## src/rtl/serial_addsub.sv

```systemverilog
// -----------------------------------------------------------------------------
// serial_addsub
//
// Bit-serial two's-complement adder/subtractor. It accepts one operation per
// start, processes one bit per clock LSB first, and presents the result
// together with a one-cycle done pulse.
//
// Subtraction is addition of the inverted B operand. The initial carry is
// cin ^ sub, so cin acts as a carry-in for add and as a borrow-in for sub:
//   add: s = a + b + cin
//   sub: s = a + ~b + !cin = a - b - cin   (mod 2^WIDTH)
// In sub mode cout = 1 means "no borrow".
//
// Handshake: start is sampled only while the FSM is in IDLE. The operands a,
// b, sub and cin are captured on that same edge. start seen in RUN or DONE is
// dropped. busy is high for exactly WIDTH cycles (RUN). done is high for
// exactly one cycle (DONE), and s/cout/ovf are valid from then on. They hold
// until the next result or a reset.
//
// Ports
//   clk        in   rising-edge clock
//   rst        in   synchronous, active-high reset
//   start      in   request a new operation (IDLE only)
//   sub        in   0 = add, 1 = subtract
//   a, b       in   WIDTH-bit operands
//   cin        in   carry-in (add) / borrow-in (sub)
//   busy       out  high while the operation is in progress
//   done       out  one-cycle result-valid pulse
//   s          out  WIDTH-bit result
//   cout       out  final carry out (sub: 1 = no borrow)
//   ovf        out  two's-complement overflow
//   state_dbg  out  current FSM state (0 = IDLE, 1 = RUN, 2 = DONE)
// -----------------------------------------------------------------------------
module serial_addsub #(
  parameter int WIDTH = 8
) (
  input  logic             clk,
  input  logic             rst,
  input  logic             start,
  input  logic             sub,
  input  logic [WIDTH-1:0] a,
  input  logic [WIDTH-1:0] b,
  input  logic             cin,
  output logic             busy,
  output logic             done,
  output logic [WIDTH-1:0] s,
  output logic             cout,
  output logic             ovf,
  output logic [1:0]       state_dbg
);

  localparam int CW = $clog2(WIDTH);
  localparam logic [CW-1:0] LAST_BIT = CW'(WIDTH - 1);

  typedef enum logic [1:0] {
    S_IDLE = 2'd0,
    S_RUN  = 2'd1,
    S_DONE = 2'd2
  } state_e;

  state_e           state_q, state_d;
  logic [CW-1:0]    cnt_q, cnt_d;
  logic [WIDTH-1:0] a_q, a_d;     // operand A, shifted right each RUN cycle
  logic [WIDTH-1:0] b_q, b_d;     // B ^ {WIDTH{sub}}, shifted right likewise
  logic             c_q, c_d;     // running carry into the current bit
  logic [WIDTH-1:0] r_q, r_d;     // partial result, sum bits enter at the MSB
  logic [WIDTH-1:0] s_q, s_d;
  logic             cout_q, cout_d;
  logic             ovf_q, ovf_d;

  // ---------------------------------------------------------------------------
  // Full-adder cell as a 3-to-8 decoder.
  // The minterm index is {A[i], B'[i], c}. Sum is the odd-parity minterms.
  // Carry is the minterms with two or more ones.
  // ---------------------------------------------------------------------------
  logic [2:0] fa_idx;
  logic [7:0] minterm;
  logic       fa_sum;
  logic       fa_carry;

  assign fa_idx = {a_q[0], b_q[0], c_q};

  always_comb begin
    minterm = '0;
    for (int k = 0; k < 8; k++) begin
      minterm[k] = (fa_idx == 3'(k));
    end
  end

  assign fa_sum   = minterm[1] | minterm[2] | minterm[4] | minterm[7];
  assign fa_carry = minterm[3] | minterm[5] | minterm[6] | minterm[7];

  // ---------------------------------------------------------------------------
  // Next-state / datapath logic
  // ---------------------------------------------------------------------------
  always_comb begin
    state_d = state_q;
    cnt_d   = cnt_q;
    a_d     = a_q;
    b_d     = b_q;
    c_d     = c_q;
    r_d     = r_q;
    s_d     = s_q;
    cout_d  = cout_q;
    ovf_d   = ovf_q;

    case (state_q)
      S_IDLE: begin
        if (start) begin
          a_d     = a;
          b_d     = b ^ {WIDTH{sub}};
          c_d     = cin ^ sub;
          cnt_d   = '0;
          r_d     = '0;
          state_d = S_RUN;
        end
      end

      S_RUN: begin
        a_d   = a_q >> 1;
        b_d   = b_q >> 1;
        c_d   = fa_carry;
        r_d   = {fa_sum, r_q[WIDTH-1:1]};
        cnt_d = cnt_q + 1'b1;
        if (cnt_q == LAST_BIT) begin
          // This edge processes the MSB. c_q is the carry into the MSB and
          // fa_carry is the carry out of it. Their XOR is signed overflow.
          s_d     = {fa_sum, r_q[WIDTH-1:1]};
          cout_d  = fa_carry;
          ovf_d   = c_q ^ fa_carry;
          state_d = S_DONE;
        end
      end

      S_DONE: begin
        state_d = S_IDLE;
      end

      default: begin
        state_d = S_IDLE;
      end
    endcase
  end

  // ---------------------------------------------------------------------------
  // State registers
  // ---------------------------------------------------------------------------
  always_ff @(posedge clk) begin
    if (rst) begin
      state_q <= S_IDLE;
      cnt_q   <= '0;
      a_q     <= '0;
      b_q     <= '0;
      c_q     <= 1'b0;
      r_q     <= '0;
      s_q     <= '0;
      cout_q  <= 1'b0;
      ovf_q   <= 1'b0;
    end else begin
      state_q <= state_d;
      cnt_q   <= cnt_d;
      a_q     <= a_d;
      b_q     <= b_d;
      c_q     <= c_d;
      r_q     <= r_d;
      s_q     <= s_d;
      cout_q  <= cout_d;
      ovf_q   <= ovf_d;
    end
  end

  assign busy      = (state_q == S_RUN);
  assign done      = (state_q == S_DONE);
  assign s         = s_q;
  assign cout      = cout_q;
  assign ovf       = ovf_q;
  assign state_dbg = state_q;

endmodule

```

## config.mk

```make
export PLATFORM = sky130hd
export DESIGN_NAME = serial_addsub
export DESIGN_NICKNAME = d
export VERILOG_FILES = /design/src/rtl/serial_addsub.sv
export SDC_FILE = /design/constraint.sdc
export NUM_CORES = 1
export LEC_CHECK = 0
export CORE_MARGIN = 10
export CORE_UTILIZATION = 52
export CTS_BUF_LIST = sky130_fd_sc_hd__clkbuf_4 sky130_fd_sc_hd__clkbuf_8
export CTS_CLUSTER_DIAMETER = 40
export DETAILED_ROUTE_END_ITERATION = 10
export GPL_TIMING_DRIVEN = 0
export PLACE_DENSITY = 0.81
export SLEW_MARGIN = 25
export SYNTH_ARGS = -nofsm -noshare
export SYNTH_HDL_FRONTEND = slang
export SYNTH_SLANG_ARGS = --single-unit
```

## constraint.sdc

```tcl
create_clock -name clk -period 1.6 [get_ports clk]
set_input_delay 0.16 -clock clk [delete_from_list [all_inputs] [get_ports clk]]
set_output_delay 0.16 -clock clk [all_outputs]
set_load 0.01 [all_outputs]
```

==> reports/results.tsv <==
metric	value	unit
status	completed	
R2R cell count	5	
Via Count	1483	
Final Cycle Share	93.6	%
CP Launch Type	flop	
clk root buf	clkbuf_4	
total CTS buffers	5	
drt total wl	3920	microns
FF-to-FF End	ovf	
Vias/cell	5.45	
largest net degree at the start of global routing	13	
Area Overhead vs Synth	27.4	%
Final Max Tran Viols	0	
Post-synth EDFFs	0	
post-DR wirelength/cell	14.4	microns
nets	251	
critical path data required time	1.44	ns
dpl hpwl	2870	microns
total leakage power	0.776	nW
endpoint class of the critical path	output port	
Clock Pin Slew Worst Setup and Hold Paths	0.11	ns
Gate Count Post-Synth	186	
Worst VDD drop	0.000541	V
Synth async-reset ratio	0	%
share of cells above drive strength 1	11.0	%
Synth Area per Inst	8.94	sq um
Seq/Total Area, Yosys	47.0	%
Max stage delay on crit path	0.41	ns
vias in the first global route	1484	
worst slew pin tran	0.494	ns
Tmin final	1.50	ns
final core utilization	69.4	%
number of antenna diodes	0	
cell family with the largest share of critical-path delay	buffers and inverters	
post-layout instance area	2120	sq um
number of remaining DRC errors	0	
top post-synthesis cells by count	dfxtp_1, nand2_1, nor2_1	
Yosys warnings	0	
Yosys cell types	27	
Synth top area share	47.0	%
Multi-input gate area	803	sq um
WP data arrival	1.34	ns
Yosys reg bits	39	
Net Count, Synth	210	
clock skew	0.0110	ns
initial antenna violation count	0	
RR Startpoint	cnt_q[0]	
core box area	3050	sq um
DIE AREA	5860	sq um
total gr overflow	0	
CP bufs+invs	2	
placed cell areas	2040	sq um
Critical Path, Cell by Cell	buf_4, nor2b_1, dlygate4sd2_1	
sequential cell area	788	sq um
HP Start	sub	
Post-Syn Area	1660	sq um
fin cells	272	
Die H	76.6	microns
final hold viol count	0	
power density over cell area	838	nW/um^2
Crit-path slowest cell	dfxtp_4	
Filler Cell Count	257	
Cells after DPL	262	
initial core utilization	54.5	%
I/O pin total	35	
max_cap viols	0	
Initial DRT Pass Iterations	7	
Hold Path Stages	3	
R2R Setup Slk	0.15	ns
Core Rows	20	
hold endpoint	b_q[4]	
# setup viols final	0	
port bufs	32	
CTS tree	done	
Max clock buf depth	2	
start point of the critical path	state_dbg[1]	
most frequent cell after synthesis	dfxtp_1	
class of the worst hold path	in2reg	
Overall Global Routing Usage	13.3	%
DR iter-0 viols	72	
maximum clock rate	668	MHz
Crit Path Class	reg2out	
top cells by area, synth	dfxtp_1, a22oi_1, a21oi_1	
placer's final routability congestion estimate	0.823	
# hold bufs at CTS	0	
global-route wire length before repair	6490	microns
Top FF cell, synth	dfxtp_1	
Crit Path Max Fanout	10	
Slew headroom	67.1	%
Max H-tree Level	2	
Detail Route Antenna Nets	0	
# clock sinks	39	
Yosys top cell by area	dfxtp_1	
clk_lat worst skew	0.35	ns
die width	76.6	microns
RSZ-0062 raised after global routing	no	
[flip-flops by register name (all words and copies together), names as in the netlist]
name       cells
a_q            8
b_q            8
c_q            1
cnt_q          3
cout           1
ovf            1
r_q            7
s              8
state_dbg      2
[cell type report]
cell class                 count  share of cell area, %
buffer                        15                   4.08
clock buffer                   5                   1.77
clock inverter                 3                  0.709
inverter                       1                  0.177
multi-input combinational    131                   37.9
sequential                    39                   37.2
tap                           44                   2.60
timing repair buffer          34                   15.5
[power breakdown]
group	internal (mW)	switching, mW
clock network	0.163	0.320
registers	1.01	0.0295
logic	0.136	0.117
total	1.31	0.466
[cell families after synthesis]
logic type | share of synthesized area (%)
AND/OR/NAND/NOR | 20.5
XOR/XNOR | 5.27
flip-flops | 47.0
adder cells (fa/ha/maj) | 2.71
AO/OA/AOI/OAI | 19.9
buffers and inverters | 4.74
[layout by cell type, fill, tap and decap left out]
master and n:
xnor2_1 9, nor2b_1 3, dlygate4sd2_1 1, buf_4 7, or3b_1 7, clkbuf_1 6, o21ai_0 1, a21oi_1 16
a211oi_1 3, buf_6 1, a22oi_1 18, buf_2 4, nor2_1 20, clkdlybuf4s50_1 30, nand3b_2 1, nand2b_1 7
nand3b_1 1, inv_1 1, ha_1 2, xor2_1 1, clkbuf_4 5, fa_1 1, dfxtp_4 2, clkinv_2 3
o31ai_1 1, dfxtp_1 37, nor3_1 7, nand2_1 21, a221oi_1 1, and3b_1 1, o21ba_2 1, o21bai_2 1
o22ai_1 8
[worst max-delay path by stage]
stage	end	cells after the start	slack, ns
after floorplan	ovf	5	0.32
after global placement	busy	4	-0.08
after detailed placement	busy	4	-0.11
after CTS	busy	4	0.08
after global routing	s[4]	6	0.01
final	done	3	0.10
[worst reg2reg max path, delay by kind of cell, from the launching register on]
kind,cells,cell delay [ns]
adders and majority gates,2,0.43
and+or+nand+nor,1,0.21
DFF,1,0.35
AOI/OAI and AO/OA,1,0.20
buffers and inverters,1,0.18
[metrics by stage]
stage	hold slack, ns	TNS, ns	total power, mW	setup WS [ns]
after floorplan	0.323	0	1.22	0.322
after global placement	0.442	-0.0808	1.30	-0.0808
after detailed placement	0.449	-0.110	1.31	-0.110
after CTS	0.200	0	1.78	0.0850
after global routing	0.204	0	1.86	0.00964
final	0.203	0	1.78	0.103
[routing by layer]
layer,vias to the layer above,track usage (%),part of all wire (%)
li1,734,-,-
met4,0,5.02,1.6
met3,8,5.19,6.1
met1,695,13.8,40
met5,-,0,0
met2,46,23.4,52
[timing repair]
action	CTS	global route
pin swaps	0	0
setup endpoints to repair	2	4
buffers inserted	0	2
resized for setup	12	2
(Power assumes the default switching activity.)
